<file path="src/rtl/rom_dl_pkg.sv">
// Shared types and region boundaries for the ROM download sequencer.
package rom_dl_pkg;

    typedef enum logic [1:0] {R_MAIN, R_CSD, R_SPR, R_BG} region_t;
    typedef enum logic [1:0] {IDLE, ISSUE, WAIT} state_t;

    localparam logic [24:0] CSD_BASE = 25'h10000;
    localparam logic [24:0] SPR_BASE = 25'h18000;
    localparam logic [24:0] SND_LO   = 25'h0E000;
    localparam logic [24:0] SND_HI   = 25'h11FFF;

    typedef struct packed {
        logic        port_sel;
        logic [22:0] waddr;
        logic [1:0]  ds;
        logic [7:0]  data;
    } fifo_entry_t;

    function automatic region_t decode_region(input logic [24:0] addr, input logic [24:0] bg_base);
        if (addr < CSD_BASE)
            return R_MAIN;
        else if (addr < SPR_BASE)
            return R_CSD;
        else if (addr < bg_base)
            return R_SPR;
        else
            return R_BG;
    endfunction

endpackage

</file>
<file path="src/rtl/rom_dl_sequencer_if.sv">
// SDRAM toggle-handshake write ports (port1 main/CSD, port2 sprites).
interface rom_dl_sequencer_if;

    logic        port1_req;
    logic        port1_ack;
    logic [22:0] port1_a;
    logic [1:0]  port1_ds;
    logic [15:0] port1_d;
    logic        port2_req;
    logic        port2_ack;
    logic [18:0] port2_a;
    logic [1:0]  port2_ds;
    logic [15:0] port2_d;

    modport master (
        output port1_req, port1_a, port1_ds, port1_d,
        output port2_req, port2_a, port2_ds, port2_d,
        input  port1_ack, port2_ack
    );

    modport slave (
        input  port1_req, port1_a, port1_ds, port1_d,
        input  port2_req, port2_a, port2_ds, port2_d,
        output port1_ack, port2_ack
    );

endinterface

</file>
<file path="src/rtl/rom_dl_fifo.sv">
// Small synchronous first-word-fall-through FIFO with occupancy count.
module rom_dl_fifo #(
    parameter int WIDTH   = 8,
    parameter int FIFO_AW = 2
) (
    input  logic               clk,
    input  logic               reset,
    input  logic               push,
    input  logic [WIDTH-1:0]   push_data,
    input  logic               pop,
    output logic [WIDTH-1:0]   pop_data,
    output logic               empty,
    output logic               full,
    output logic [FIFO_AW:0]   count
);

    localparam logic [FIFO_AW:0] DEPTH_C = (FIFO_AW+1)'(1 << FIFO_AW);

    logic [WIDTH-1:0]   mem [1 << FIFO_AW];
    logic [FIFO_AW-1:0] wr_ptr_q, wr_ptr_d;
    logic [FIFO_AW-1:0] rd_ptr_q, rd_ptr_d;
    logic [FIFO_AW:0]   count_q, count_d;
    logic               do_push, do_pop;

    always_comb begin
        do_push  = push && (count_q != DEPTH_C);
        do_pop   = pop && (count_q != '0);
        wr_ptr_d = wr_ptr_q;
        rd_ptr_d = rd_ptr_q;
        count_d  = count_q;
        if (do_push)
            wr_ptr_d = wr_ptr_q + 1'b1;
        if (do_pop)
            rd_ptr_d = rd_ptr_q + 1'b1;
        case ({do_push, do_pop})
            2'b10:   count_d = count_q + 1'b1;
            2'b01:   count_d = count_q - 1'b1;
            default: count_d = count_q;
        endcase
    end

    always_ff @(posedge clk) begin
        if (reset) begin
            wr_ptr_q <= '0;
            rd_ptr_q <= '0;
            count_q  <= '0;
        end else begin
            wr_ptr_q <= wr_ptr_d;
            rd_ptr_q <= rd_ptr_d;
            count_q  <= count_d;
        end
    end

    // Storage needs no reset; only occupied slots are ever read.
    always_ff @(posedge clk) begin
        if (do_push)
            mem[wr_ptr_q] <= push_data;
    end

    assign pop_data = mem[rd_ptr_q];
    assign empty    = (count_q == '0);
    assign full     = (count_q == DEPTH_C);
    assign count    = count_q;

endmodule

</file>
<file path="src/rtl/rom_dl_sequencer.sv">
// Routes the ROM download stream to SDRAM ports and BRAMs; tracks rom_loaded.
// Optional DL_CHECKSUM_EN adds dl_sum, a 16-bit wrapping sum of accepted bytes.
module rom_dl_sequencer
    import rom_dl_pkg::*;
#(
    parameter int          FIFO_AW = 2,
    parameter logic [24:0] BG_BASE = 25'h28000
) (
    input  logic                      clk_sys,
    input  logic                      reset,
    input  logic                      dl_active,
    input  logic                      dl_wr,
    input  logic [24:0]               dl_addr,
    input  logic [7:0]                dl_data,
    output logic                      dl_wait,
    rom_dl_sequencer_if.master        sdram,
    output logic                      snd_we,
    output logic [13:0]               snd_a,
    output logic [7:0]                snd_d,
    output logic                      bg_we,
    output logic [24:0]               bg_a,
    output logic [7:0]                bg_d,
    output logic                      rom_loaded,
    output logic                      dl_done
`ifdef DL_CHECKSUM_EN
    ,
    output logic [15:0]               dl_sum
`endif
);

    localparam int               ENTRY_W    = $bits(fifo_entry_t);
    localparam logic [FIFO_AW:0] WAIT_LEVEL = (FIFO_AW+1)'((1 << FIFO_AW) - 1);

    region_t          region;
    logic             accept, rise, snd_hit, fifo_bound, push, drop, pop;
    logic             fifo_empty, fifo_full;
    logic [FIFO_AW:0] fifo_count;
    logic [19:0]      spr_off;
    fifo_entry_t      push_entry, pop_entry;

    state_t      state_q, state_d;
    logic        sel_q, sel_d;
    logic        req1_q, req1_d, req2_q, req2_d;
    logic [22:0] p1_a_q, p1_a_d;
    logic [1:0]  p1_ds_q, p1_ds_d, p2_ds_q, p2_ds_d;
    logic [15:0] p1_d_q, p1_d_d, p2_d_q, p2_d_d;
    logic [18:0] p2_a_q, p2_a_d;
    logic        snd_we_q, snd_we_d, bg_we_q, bg_we_d;
    logic [13:0] snd_a_q, snd_a_d;
    logic [7:0]  snd_d_q, snd_d_d, bg_d_q, bg_d_d;
    logic [24:0] bg_a_q, bg_a_d;
    logic        dl_wait_q, dl_wait_d, active_q, active_d, seen_q, seen_d;
    logic        err_q, err_d, rom_loaded_q, rom_loaded_d, dl_done_q, dl_done_d;

    always_comb begin
        region     = decode_region(dl_addr, BG_BASE);
        accept     = dl_wr && dl_active;
        rise       = dl_active && !active_q;
        snd_hit    = accept && (dl_addr >= SND_LO) && (dl_addr <= SND_HI);
        fifo_bound = accept && (region != R_BG);
        push       = fifo_bound && !fifo_full;
        drop       = fifo_bound && fifo_full;
        spr_off    = dl_addr[19:0] - SPR_BASE[19:0];

        push_entry.port_sel = 1'b0;
        push_entry.waddr    = dl_addr[23:1];
        push_entry.ds       = {dl_addr[0], ~dl_addr[0]};
        push_entry.data     = dl_data;
        // CSD swizzle moves addr[14] to bit 0 before the word/byte split.
        case (region)
            R_CSD: begin
                push_entry.waddr = {dl_addr[23:16], dl_addr[15], dl_addr[13:0]};
                push_entry.ds    = {dl_addr[14], ~dl_addr[14]};
            end
            R_SPR: begin
                push_entry.port_sel = 1'b1;
                push_entry.waddr    = {4'b0000, spr_off[19:1]};
                push_entry.ds       = {spr_off[0], ~spr_off[0]};
            end
            default: ;
        endcase
    end

    rom_dl_fifo #(
        .WIDTH   (ENTRY_W),
        .FIFO_AW (FIFO_AW)
    ) u_fifo (
        .clk       (clk_sys),
        .reset     (reset),
        .push      (push),
        .push_data (push_entry),
        .pop       (pop),
        .pop_data  (pop_entry),
        .empty     (fifo_empty),
        .full      (fifo_full),
        .count     (fifo_count)
    );

    always_comb begin
        state_d = state_q;
        pop     = 1'b0;
        sel_d   = sel_q;
        req1_d  = req1_q;
        req2_d  = req2_q;
        p1_a_d  = p1_a_q;
        p1_ds_d = p1_ds_q;
        p1_d_d  = p1_d_q;
        p2_a_d  = p2_a_q;
        p2_ds_d = p2_ds_q;
        p2_d_d  = p2_d_q;
        case (state_q)
            IDLE: begin
                if (!fifo_empty) begin
                    pop   = 1'b1;
                    sel_d = pop_entry.port_sel;
                    if (pop_entry.port_sel) begin
                        p2_a_d  = pop_entry.waddr[18:0];
                        p2_ds_d = pop_entry.ds;
                        p2_d_d  = {pop_entry.data, pop_entry.data};
                    end else begin
                        p1_a_d  = pop_entry.waddr;
                        p1_ds_d = pop_entry.ds;
                        p1_d_d  = {pop_entry.data, pop_entry.data};
                    end
                    state_d = ISSUE;
                end
            end
            ISSUE: begin
                if (sel_q)
                    req2_d = ~req2_q;
                else
                    req1_d = ~req1_q;
                state_d = WAIT;
            end
            WAIT: begin
                if (sel_q ? (sdram.port2_ack == req2_q) : (sdram.port1_ack == req1_q))
                    state_d = IDLE;
            end
            default: state_d = IDLE;
        endcase
    end

    always_comb begin
        snd_we_d  = snd_hit;
        snd_a_d   = snd_hit ? {~dl_addr[13], dl_addr[12:0]} : snd_a_q;
        snd_d_d   = snd_hit ? dl_data : snd_d_q;
        bg_we_d   = accept && (region == R_BG);
        bg_a_d    = bg_we_d ? (dl_addr - BG_BASE) : bg_a_q;
        bg_d_d    = bg_we_d ? dl_data : bg_d_q;
        dl_wait_d = (fifo_count >= WAIT_LEVEL);
        active_d  = dl_active;
        seen_d    = seen_q || dl_active;
        err_d     = (err_q && !rise) || drop;
        rom_loaded_d = rom_loaded_q;
        if (rise)
            rom_loaded_d = 1'b0;
        else if (!dl_active && seen_q && fifo_empty && (state_q == IDLE) && !err_q)
            rom_loaded_d = 1'b1;
        dl_done_d = rom_loaded_d && !rom_loaded_q;
    end

    always_ff @(posedge clk_sys) begin
        if (reset) begin
            state_q      <= IDLE;
            sel_q        <= 1'b0;
            req1_q       <= 1'b0;
            req2_q       <= 1'b0;
            p1_a_q       <= '0;
            p1_ds_q      <= '0;
            p1_d_q       <= '0;
            p2_a_q       <= '0;
            p2_ds_q      <= '0;
            p2_d_q       <= '0;
            snd_we_q     <= 1'b0;
            snd_a_q      <= '0;
            snd_d_q      <= '0;
            bg_we_q      <= 1'b0;
            bg_a_q       <= '0;
            bg_d_q       <= '0;
            dl_wait_q    <= 1'b0;
            active_q     <= 1'b0;
            seen_q       <= 1'b0;
            err_q        <= 1'b0;
            rom_loaded_q <= 1'b0;
            dl_done_q    <= 1'b0;
        end else begin
            state_q      <= state_d;
            sel_q        <= sel_d;
            req1_q       <= req1_d;
            req2_q       <= req2_d;
            p1_a_q       <= p1_a_d;
            p1_ds_q      <= p1_ds_d;
            p1_d_q       <= p1_d_d;
            p2_a_q       <= p2_a_d;
            p2_ds_q      <= p2_ds_d;
            p2_d_q       <= p2_d_d;
            snd_we_q     <= snd_we_d;
            snd_a_q      <= snd_a_d;
            snd_d_q      <= snd_d_d;
            bg_we_q      <= bg_we_d;
            bg_a_q       <= bg_a_d;
            bg_d_q       <= bg_d_d;
            dl_wait_q    <= dl_wait_d;
            active_q     <= active_d;
            seen_q       <= seen_d;
            err_q        <= err_d;
            rom_loaded_q <= rom_loaded_d;
            dl_done_q    <= dl_done_d;
        end
    end

`ifdef DL_CHECKSUM_EN
    logic [15:0] sum_q, sum_d;

    always_comb begin
        sum_d = rise ? 16'h0000 : sum_q;
        if (accept && !drop)
            sum_d = sum_d + {8'h00, dl_data};
    end

    always_ff @(posedge clk_sys) begin
        if (reset)
            sum_q <= '0;
        else
            sum_q <= sum_d;
    end

    assign dl_sum = sum_q;
`endif

    assign sdram.port1_req = req1_q;
    assign sdram.port1_a   = p1_a_q;
    assign sdram.port1_ds  = p1_ds_q;
    assign sdram.port1_d   = p1_d_q;
    assign sdram.port2_req = req2_q;
    assign sdram.port2_a   = p2_a_q;
    assign sdram.port2_ds  = p2_ds_q;
    assign sdram.port2_d   = p2_d_q;
    assign dl_wait    = dl_wait_q;
    assign snd_we     = snd_we_q;
    assign snd_a      = snd_a_q;
    assign snd_d      = snd_d_q;
    assign bg_we      = bg_we_q;
    assign bg_a       = bg_a_q;
    assign bg_d       = bg_d_q;
    assign rom_loaded = rom_loaded_q;
    assign dl_done    = dl_done_q;

endmodule

</file>
<file path="src/flat_wrapper.sv">
// flat-port wrapper written by rule: the top's interface ports become plain ports
module rom_dl_sequencer_flat import rom_dl_pkg::*;
#(
    parameter int          FIFO_AW = 2,
    parameter logic [24:0] BG_BASE = 25'h28000
)
  (clk_sys, reset, dl_active, dl_wr, dl_addr, dl_data, dl_wait, snd_we, snd_a, snd_d, bg_we, bg_a, bg_d, rom_loaded, dl_done, sdram_port1_req, sdram_port1_a, sdram_port1_ds, sdram_port1_d, sdram_port2_req, sdram_port2_a, sdram_port2_ds, sdram_port2_d, sdram_port1_ack, sdram_port2_ack);
  rom_dl_sequencer_if sdram_i ();
  input  logic clk_sys;
  input  logic reset;
  input  logic dl_active;
  input  logic dl_wr;
  input  logic [24:0] dl_addr;
  input  logic [7:0] dl_data;
  output logic dl_wait;
  output logic snd_we;
  output logic [13:0] snd_a;
  output logic [7:0] snd_d;
  output logic bg_we;
  output logic [24:0] bg_a;
  output logic [7:0] bg_d;
  output logic rom_loaded;
  output logic dl_done;
  output wire logic [$bits(sdram_i.port1_req)-1:0] sdram_port1_req;
  output wire logic [$bits(sdram_i.port1_a)-1:0] sdram_port1_a;
  output wire logic [$bits(sdram_i.port1_ds)-1:0] sdram_port1_ds;
  output wire logic [$bits(sdram_i.port1_d)-1:0] sdram_port1_d;
  output wire logic [$bits(sdram_i.port2_req)-1:0] sdram_port2_req;
  output wire logic [$bits(sdram_i.port2_a)-1:0] sdram_port2_a;
  output wire logic [$bits(sdram_i.port2_ds)-1:0] sdram_port2_ds;
  output wire logic [$bits(sdram_i.port2_d)-1:0] sdram_port2_d;
  input wire logic [$bits(sdram_i.port1_ack)-1:0] sdram_port1_ack;
  input wire logic [$bits(sdram_i.port2_ack)-1:0] sdram_port2_ack;
  assign sdram_port1_req = sdram_i.port1_req;
  assign sdram_port1_a = sdram_i.port1_a;
  assign sdram_port1_ds = sdram_i.port1_ds;
  assign sdram_port1_d = sdram_i.port1_d;
  assign sdram_port2_req = sdram_i.port2_req;
  assign sdram_port2_a = sdram_i.port2_a;
  assign sdram_port2_ds = sdram_i.port2_ds;
  assign sdram_port2_d = sdram_i.port2_d;
  assign sdram_i.port1_ack = sdram_port1_ack;
  assign sdram_i.port2_ack = sdram_port2_ack;
  rom_dl_sequencer #(.FIFO_AW(FIFO_AW), .BG_BASE(BG_BASE)) u_core (.clk_sys(clk_sys), .reset(reset), .dl_active(dl_active), .dl_wr(dl_wr), .dl_addr(dl_addr), .dl_data(dl_data), .dl_wait(dl_wait), .sdram(sdram_i), .snd_we(snd_we), .snd_a(snd_a), .snd_d(snd_d), .bg_we(bg_we), .bg_a(bg_a), .bg_d(bg_d), .rom_loaded(rom_loaded), .dl_done(dl_done));
endmodule
</file>
<file path="config.mk">
export PLATFORM = sky130hd
export DESIGN_NAME = rom_dl_sequencer_flat
export DESIGN_NICKNAME = d
export VERILOG_FILES = /design/src/rtl/rom_dl_pkg.sv /design/src/rtl/rom_dl_sequencer_if.sv /design/src/rtl/rom_dl_fifo.sv /design/src/rtl/rom_dl_sequencer.sv /design/src/flat_wrapper.sv
export SDC_FILE = /design/constraint.sdc
export NUM_CORES = 1
export LEC_CHECK = 0
export ABC_AREA = 0
export BUFFER_PORTS_ARGS = -buffer_cell sky130_fd_sc_hd__buf_2
export CORE_MARGIN = 4
export CORE_UTILIZATION = 45
export DETAILED_ROUTE_END_ITERATION = 8
export PLACE_DENSITY_LB_ADDON = 0.2
export REMOVE_ABC_BUFFERS = 1
export SYNTH_ARGS = -nofsm -noshare
export SYNTH_HDL_FRONTEND = slang
export SYNTH_SLANG_ARGS = --single-unit
</file>
<file path="constraint.sdc">
create_clock -name clk_sys -period 8 [get_ports clk_sys]
set_input_delay 1.2 -clock clk_sys [delete_from_list [all_inputs] [get_ports clk_sys]]
set_output_delay 1.2 -clock clk_sys [all_outputs]
set_load 0.03 [all_outputs]
</file>
==> results of run 1 <==
[synth_stat cells (2+ instances only)]
cell / n
a211oi_1: 7
a21oi_1: 96
a22o_1: 16
a311oi_1: 2
and2_1: 11
and3_1: 2
buf_12: 2
buf_2: 12
buf_4: 16
buf_6: 6
clkbuf_1: 35
dfxtp_1: 139
edfxtp_1: 136
ha_1: 12
inv_1: 13
mux2i_1: 22
mux4_2: 34
nand2_1: 189
nand2b_1: 43
nand3_1: 6
nand3b_1: 2
nand4_1: 2
nor2_1: 33
nor2b_1: 7
nor3_1: 4
nor4_1: 3
o21ai_0: 10
or2b_1: 5
or3_1: 3
xnor2_1: 6
xor2_1: 8
[sequential cells by signal, indices dropped and copies added (netlist names), 2 cells and up, named ones only]
register / flops
u_core.sdram.port2_a: 19
u_core.sdram.port1_ds: 2
u_core.u_fifo.rd_ptr_q: 2
u_core.u_fifo.count: 3
u_core.u_fifo.wr_ptr_q: 2
u_core.bg_a: 25
u_core.snd_a: 14
u_core.u_fifo.mem: 136
u_core.sdram.port2_ds: 2
u_core.sdram.port1_a: 23
u_core.snd_d: 8
u_core.sdram.port2_d: 8
u_core.bg_d: 8
u_core.sdram.port1_d: 8
u_core.state_q: 2
[path summary, 6_finish.rpt]
| check | to | slack [ns] | depth (start not counted) |
|---|---|---|---|
| worst max-delay path | u_core.u_fifo.mem[1][8] | 3.84 | 10 |
| worst min-delay path | u_core.sdram.port2_a[3] | 0.45 | 2 |
| worst max register to register | u_core.u_fifo.mem[1][8] | 5.18 | 5 |
| worst min register to register | u_core.sdram.port2_a[3] | 0.45 | 2 |
[kinds of logic (layout without fill, tap and decap cells)]
kind of cell / after synthesis / in the layout / synth area share [%]
simple gates: 314 / 314 / 13.1
flops: 275 / 275 / 63.4
compound gates: 137 / 137 / 7.30
buf+inv: 84 / 257 / 4.32
mux: 57 / 57 / 9.20
xor+xnor: 14 / 14 / 1.13
fa+ha+maj: 13 / 13 / 1.57
[metal layers]
metal / GRT usage (%) / vias up / wire (um)
li1: - / 3417 / -
met1: 25.1 / 3363 / 10900
met2: 28.8 / 203 / 11000
met3: 3.66 / 28 / 1640
met4: 3.93 / 0 / 358
met5: 0 / - / 0
[critical path: cells and delay by family]
| kind | cells | cell delay, ns |
|---|---|---|
| compound gates | 1 | 0.33 |
| buf+inv | 3 | 0.71 |
| simple gates | 4 | 1.65 |
| fa+ha+maj | 2 | 0.45 |
[layout make-up]
type,count,area (um2)
clock buffers,50,893
fillers,2068,10900
flip-flops and latches,275,6870
multi-input cells,535,3500
well taps,319,399
inverters,13,48.8
repair buffers,190,983
clock inverters,4,23.8
[power breakdown]
group	total [mW]	internal (mW)	switching (mW)
Clock	1.27	0.754	0.517
Sequential	1.55	1.53	0.0270
Combinational	0.496	0.169	0.327
==> reports/qor.yml, run 1 <==
run_status:
  status: "complete, no violations"
setup_path:
  criticalPathCategory: "input port to flip-flop"
  max_stage_delay_ns: 0.72
  cpMaxStageDelayCell: "nor3_1"
  crit_chain: "buf_2 > inv_1 > ha_1 > nor2b_1 > nand2b_1 > a211o_1 > ha_1 > nor3_1 > and2_1 > buf_4"
  critPathArrivalTime_ns: 4.36
  timing.rr.start: "u_core.u_fifo.count[1]"
  cp_common_cell: "ha_1"
  path_max_fanout: 21
  end_kind: "flip-flop"
  startpoint: "dl_addr[15]"
  required_ns: 8.20
  setup.worst_path.start_class: "input port"
clocking:
  cts_buffers: 29
  clockBufferDepth: 3
  postCtsSetupBuffers: 0
  cts.sinks: 275
  cts-resized-gates: 0
  clock_latency_ns: 0.54
  cts_tree: "yes"
  ctsHoldBuffers: 0
  htreeDepth: 1
  cts-root-buf: "clkbuf_16"
  clk_pin_slew_ns: 0.06
routing:
  viasPerCell: 5.06
  drcViolationCount: 0
  ant_nets: 0
  wl_per_cell_um: 17.2
  drt_iter0_drc: 486
  drt_wl_total_um: 23800
  via_count: 7011
  dr.pass1.iters: 4
min_path:
  min_from: "u_core.sdram.port2_a[3]"
  hp-class: "flip-flop to flip-flop"
timing:
  fin_crit_sh_pct: 52.1
  finalHoldViolations: 0
  timing.final.max_slew_violations: 0
  rsz0062_at_grt: "false"
  whs_ns: 0.450
  worst_clock_skew_ns: 0.0133
  fin_setup_tns_ns: 0
  fmax_mhz: 240
  period_needed_ns: 4.16
  setup_viol: 0
  postLayoutSetupSlackWorst_ns: 3.84
  slew_headroom_pct: 27.2
  worst_slew_pin_slew_ns: 1.09
synth:
  avgSynthCellArea_um2: 12.1
  async_flop_share_pct: 0
  synth-main-ff-cell: "dfxtp_1"
  yosysWarnings: 0
  synthDistinctLibCells: 43
  synth_area_leaders: "edfxtp_1 (38%), dfxtp_1 (26%), mux4_2 (7.1%)"
  ys_seq_elements: 275
  synth_top_area_share_pct: 37.7
  seq_area_frac_synth_pct: 63.4
  yosys.area.top_type: "edfxtp_1"
  netlist_area_mm2: 0.0108
  syn_inst: 894
  synth_edf_count: 136
floorplan:
  start_util_pct: 45.9
  coreArea_mm2: 0.0236
  chipHeight_um: 163
  die_area_mm2: 0.0266
  num_rows: 56
  ios: 179
  die_x_um: 163
power_and_ir_drop:
  ir_worst_vdd_mv: 0.154
  power_mw: 3.32
  leakagePower_nw: 4.74
  power_density_mw_per_mm2: 261
grt:
  track_usage_pct: 17.8
  overflow: 0
  antenna_found_initial: 0
  grt_pass1_vias: 7000
  grt_pass1_wl_um: 38000
  grt_max_degree: 83
place:
  place_congestion: 0.789
  dp_cells: 1332
  dp_hpwl_um: 15800
  place_ws_ns: 3.20
  io_buffers: 178
  postPlaceCellArea_mm2: 0.0118
job:
  drv_cap: 0
layout:
  drive_gt1_share_pct: 25.6
  stdcell_area_mm2: 0.0127
  diodes: 0
  syn2layout_area_growth_pct: 17.4
  utilization_pct: 53.9
  layout_commonest_cell: "nand2_1"
  mostFrequentLayoutCells: "nand2_1 (189), buf_2 (177), dfxtp_1 (138), edfxtp_1 (136), a21oi_1 (96)"
  fin_cells: 1386
  nets: 1096
No activity file was read; power rests on OpenSTA's default activity.
==> run 2, diff against run 1 <==
- clock period: 8 -> 4.1 ns (I/O delays scaled with it)
==> run 2 against run 1 <==
Cell count is 0.36% higher. Via count is 0.83% lower. First-iteration DRC count rose by 4.9%. Largest power group unchanged. Highest routed layer unchanged.
==> reports/qor.yml, run 2 (synthesis gave the netlist of run 1 again) <==
place:
  place_congestion: 0.772
  io_buffers: 178
  postPlaceCellArea_mm2: 0.0118
  dp_hpwl_um: 15600
clocking:
  clockBufferDepth: 3
  cts-resized-gates: 0
  cts_buffers: 29
  htreeDepth: 1
  cts_tree: "yes"
  cts-root-buf: "clkbuf_16"
  clk_pin_slew_ns: 0.06
  clock_latency_ns: 0.53
  cts.sinks: 275
  postCtsSetupBuffers: 0
  ctsHoldBuffers: 0
grt:
  grt_max_degree: 117
  grt_pass1_wl_um: 37400
  track_usage_pct: 17.7
  overflow: 0
  grt_pass1_vias: 6735
  antenna_found_initial: 0
layout:
  stdcell_area_mm2: 0.0128
  nets: 1102
  drive_gt1_share_pct: 26.0
  n_fill_cell: 2096
  mostFrequentLayoutCells: "nand2_1 (189), buf_2 (177), dfxtp_1 (138), edfxtp_1 (136), a21oi_1 (96)"
  diodes: 0
  layout_commonest_cell: "nand2_1"
  largest_register_ff_count: 136
  syn2layout_area_growth_pct: 18.3
  top_register: "u_core.u_fifo.mem"
  utilization_pct: 54.3
setup_path:
  end_kind: "flip-flop"
  crit_buf_inv: 5
  cpMaxStageDelayCell: "fa_1"
  max_stage_delay_ns: 0.44
  criticalPathCategory: "input port to flip-flop"
  critPathArrivalTime_ns: 3.41
  path_max_fanout: 9
  cp_top_family: "adder cells"
  required_ns: 4.56
  setup.worst_path.start_class: "input port"
  crit_chain: "buf_2 > inv_1 > ha_1 > nor2b_1 > nand2b_1 > a211o_1 > ha_1 > nor3_1 > buf_4 > inv_1 > ha_1 > inv_1 > fa_1 > xor2_1 > or3_1 > a21oi_1"
floorplan:
  ios: 179
  num_rows: 56
  die_area_mm2: 0.0266
  start_util_pct: 45.9
  chipHeight_um: 163
  coreArea_mm2: 0.0236
  die_x_um: 163
timing:
  timing.final.max_slew_violations: 0
  whs_ns: 0.345
  slew_headroom_pct: 26.1
  worst_clock_skew_ns: 0.00752
  fin_crit_sh_pct: 71.9
  fmax_mhz: 339
  fin_setup_tns_ns: 0
  rsz0062_at_grt: "false"
  setup_viol: 0
  finalHoldViolations: 0
  worst_slew_pin_slew_ns: 1.11
  period_needed_ns: 2.95
job:
  drv_cap: 0
min_path:
  hp-class: "input port to flip-flop"
power_and_ir_drop:
  leakagePower_nw: 4.79
  power_density_mw_per_mm2: 518
  ir_worst_vdd_mv: 0.270
routing:
  dr.pass1.iters: 4
  ant_nets: 0
  drt_iter0_drc: 510
  wl_per_cell_um: 17.3
  drt_wl_total_um: 24000
  drcViolationCount: 0
  viasPerCell: 5.00
  via_count: 6953
run_status:
  status: "complete, no violations"
==> run 2: cell count changes in the layout (fill, tap and decap cells not counted), sizes merged <==
cell    delta
clkinv    +11
buf        +6
inv        -1
bufinv     +5
clkbuf    -16
==> run 2: final cells by class <==
class / count / area [um2] / area share (%)
multi-input combinational: 535 / 3500 / 27.3
tap: 319 / 399 / 3.11
inverter: 13 / 48.8 / 0.381
clock buffer: 34 / 754 / 5.89
clock inverter: 19 / 214 / 1.67
timing repair buffer: 196 / 1030 / 8.03
sequential: 275 / 6870 / 53.6
==> run 2: where the power goes <==
part	internal, mW	switching [mW]	leakage, nW	total (mW)
Combinational	0.331	0.635	1.97	0.966
Clock	1.62	1.01	0.483	2.63
Sequential	2.98	0.0570	2.34	3.04
Total	4.93	1.70	4.79	6.63
==> run 2: metal layers <==
layer  track usage (%)  share of wire, %  wire (um)
met5                 0                 0          0
met4              3.89               1.8        438
met3              3.56               6.8       1630
met2              27.7                46      10900
met1              25.8                46      11000
==> run 2: path summary, 6_finish.rpt <==
path	start	endpoint	slack, ns	depth (start not counted)
worst max-delay path	dl_addr[16]	u_core.u_fifo.count[2]	1.15	16
worst min-delay path	dl_data[3]	u_core.u_fifo.mem[2][3]	0.34	1
worst max register to register	u_core.u_fifo.count[2]	u_core.u_fifo.count[2]	1.64	9
worst min register to register	u_core.sdram.port2_a[2]	u_core.sdram.port2_a[2]	0.45	2
==> run 2: through the flow <==
| step | setup slack (ns) | total power, mW | instances |
|---|---|---|---|
| CTS | 1.15 | 6.72 | 1391 |
| floorplan | 0.655 | 3.73 | 823 |
| detailed placement | 0.597 | 4.08 | 1338 |
| global route | 0.900 | 6.91 | 1391 |
| finish | 1.15 | 6.63 | 1391 |
| global placement | 0.685 | 4.06 | 1338 |
==> run 3, diff against run 2 <==
- ABC_AREA: 0 -> 1
- clock period: 4.1 -> 3 ns (I/O delays scaled with it)
==> run 3 against run 2 <==
Global-route usage is 2.4 points higher. Area after synthesis grew 1.2%. Highest routed layer is now met5. Routed wire length grew 15%.
==> reports/qor.yml, run 3 <==
synth:
  synth_area_leaders: "edfxtp_1 (37%), dfxtp_1 (25%), a21oi_1 (6.0%)"
  syn_inst: 1083
  avgSynthCellArea_um2: 10.1
  ys_seq_elements: 275
  netlist_area_mm2: 0.0110
  synth-compound-area-share_pct: 17.3
  synthDistinctLibCells: 37
  synthTopCellsByCount: "nand2_1 (145), dfxtp_1 (139), edfxtp_1 (136), a21oi_1 (131), o21ai_0 (111)"
  yosys-mux-area-fraction_pct: 0
  synthSimpleGateAreaFrac_pct: 11.1
  yosys.area.top_type: "edfxtp_1"
  async_flop_share_pct: 0
  synth_top_area_share_pct: 37.2
  synth_edf_count: 136
  yosysMostFrequentCell: "nand2_1"
  synthXorXnorAreaFrac_pct: 0.479
  synthAdderAreaFrac_pct: 1.55
  seq_area_frac_synth_pct: 62.6
  yosysWarnings: 0
  synth_top_family_by_area: "compound AO/OA/AOI/OAI gates"
  synth-main-ff-cell: "dfxtp_1"
timing:
  timing.final.max_slew_violations: 0
  fin_setup_tns_ns: 0
  fmax_mhz: 392
  rsz0062_at_grt: "false"
  fin_crit_sh_pct: 85.1
  slew_headroom_pct: 47.0
  worst_clock_skew_ns: 0.0182
  worst_slew_pin_slew_ns: 0.794
  period_needed_ns: 2.55
  setup_viol: 0
  finalHoldViolations: 0
  whs_ns: 0.161
clocking:
  clk_pin_slew_ns: 0.06
  postCtsSetupBuffers: 0
  htreeDepth: 1
  cts-resized-gates: 0
  cts_tree: "yes"
  cts_buffers: 29
  cts.sinks: 275
  clock_latency_ns: 0.54
  clockBufferDepth: 3
  ctsHoldBuffers: 0
  cts-root-buf: "clkbuf_16"
floorplan:
  chipHeight_um: 164
  coreArea_mm2: 0.0238
  num_rows: 56
  ios: 179
  start_util_pct: 46.2
  die_x_um: 164
  die_area_mm2: 0.0269
setup_path:
  required_ns: 3.41
  cpMaxStageDelayCell: "fa_1"
  r2r-end: "u_core.sdram.port1_a[1]"
  setup.worst_path.start_class: "input port"
  crit_buf_inv: 4
  reg2reg_depth: 9
  cp_common_cell: "nor2_1"
  criticalPathCategory: "input port to flip-flop"
  end_kind: "flip-flop"
  critPathArrivalTime_ns: 2.96
  path_max_fanout: 3
  reg2reg_slack_ns: 0.83
  max_stage_delay_ns: 0.43
  crit_chain: "buf_2 > nor2_1 > nand2_1 > nor2_4 > inv_2 > nor2_1 > inv_1 > a31oi_1 > ha_1 > nor2_1 > nand2_1 > ha_1 > inv_1 > fa_1 > a21oi_1 > o21ai_0 > o21ai_0 > a21oi_1"
  cp_top_family: "adder cells"
place:
  dp_hpwl_um: 18400
  io_buffers: 178
  place_congestion: 0.836
layout:
  largest_register_ff_count: 136
  syn2layout_area_growth_pct: 19.7
  mostFrequentLayoutCells: "buf_2 (178), nand2_1 (145), dfxtp_1 (138), edfxtp_1 (136), a21oi_1 (131)"
  nets: 1307
  drive_gt1_share_pct: 23.1
  n_fill_cell: 2091
  top_register: "u_core.u_fifo.mem"
  layout_commonest_cell: "buf_2"
min_path:
  hold_end: "u_core.u_fifo.mem[2][1]"
  hp-class: "input port to flip-flop"
  hold_depth: 1
  min_from: "dl_data[1]"
routing:
  ant_nets: 0
  viasPerCell: 5.12
  dr.pass1.iters: 6
  wl_per_cell_um: 17.3
  drcViolationCount: 0
  drt_wl_total_um: 27600
  drt_iter0_drc: 466
  via_count: 8181
grt:
  track_usage_pct: 20.1
  antenna_found_initial: 1
  grt_pass1_wl_um: 43200
  overflow: 0
  grt_max_degree: 83
  grt_pass1_vias: 7878
job:
  drv_cap: 0
power_and_ir_drop:
  ir_worst_vdd_mv: 0.429
  power_density_mw_per_mm2: 822
  leakagePower_nw: 5.51
run_status:
  status: "complete, no violations"
==> run 3: cell types whose count changed in the layout (fill, tap and decap cells not counted), moves of 32 or more <==
cell      before  now
o21ai_0       10  111
inv_1         13   79
nor2_1        33   94
nand2_1      189  145
nand2b_1      43    0
a21oi_1       96  131
mux4_2        34    0
o22ai_1        1   33
==> run 3: kinds of logic after synthesis <==
family,Yosys count
xor+xnor,6
fa+ha+maj,13
buf+inv,164
simple gates,290
flops,275
compound gates,335
==> run 3: final cells by class <==
type	count	area, um2	share of cell area, %
Antenna cell	1	2.50	0.0191
Clock buffer	38	759	5.79
Clock inverter	15	109	0.829
Inverter	87	328	2.50
Multi-Input combinational cell	644	3370	25.7
Sequential cell	275	6870	52.3
Tap cell	319	399	3.04
Timing Repair Buffer	218	1290	9.84
==> run 3: worst register-to-register path, cell delays in order (launching register included) <==
cell,delay [ns]
dfxtp_2,0.60
inv_2,0.08
nand2_1,0.07
nand3_1,0.08
nand2_2,0.17
nand2_4,0.12
inv_2,0.42
buf_12,0.27
o21ai_1,0.13
a21oi_1,0.16
==> run 3: power by group <==
group	total, mW	internal, mW	switching (mW)
clock	3.27	1.87	1.40
sequential	4.50	4.28	0.223
combinational	3.02	0.867	2.15
total	10.8	7.01	3.78
==> run 3: how the worst max path moves through the flow <==
| stage | from | to | depth (start not counted) |
|---|---|---|---|
| after floorplan | dl_addr[16] | u_core.u_fifo.mem[0][0] | 11 |
| after global placement | dl_addr[22] | u_core.u_fifo.count[2] | 18 |
| after detailed placement | dl_addr[22] | u_core.u_fifo.count[2] | 18 |
| after CTS | dl_addr[22] | u_core.u_fifo.count[2] | 18 |
| after global routing | dl_addr[22] | u_core.u_fifo.count[2] | 18 |
| final | dl_addr[22] | u_core.u_fifo.count[2] | 18 |
==> run 3: layer usage <==
layer | vias up | part of all wire, % | track usage (%)
met5 | - | 0.047 | 0
met4 | 2 | 1.5 | 4.35
met3 | 28 | 6.5 | 3.81
met2 | 218 | 45 | 32.2
met1 | 3846 | 46 | 28.7
li1 | 4087 | - | -
==> run 3: per-stage QoR <==
| stage | cells | setup slack [ns] | utilization, % | instance area (um2) | power (mW) |
|---|---|---|---|---|---|
| 2_1_floorplan | 1006 | -0.587 | - | 10500 | 6.58 |
| 3_3_place_gp | 1543 | -0.00329 | 51.6 | 12300 | 7.56 |
| 3_5_place_dp | 1543 | -0.0537 | 51.6 | 12300 | 7.61 |
| 4_1_cts | 1596 | 0.484 | 55.2 | 13100 | 10.9 |
| 5_1_grt | 1596 | 0.291 | 55.2 | 13100 | 11.3 |
| 6_report | 1597 | 0.448 | 55.3 | 13100 | 10.8 |
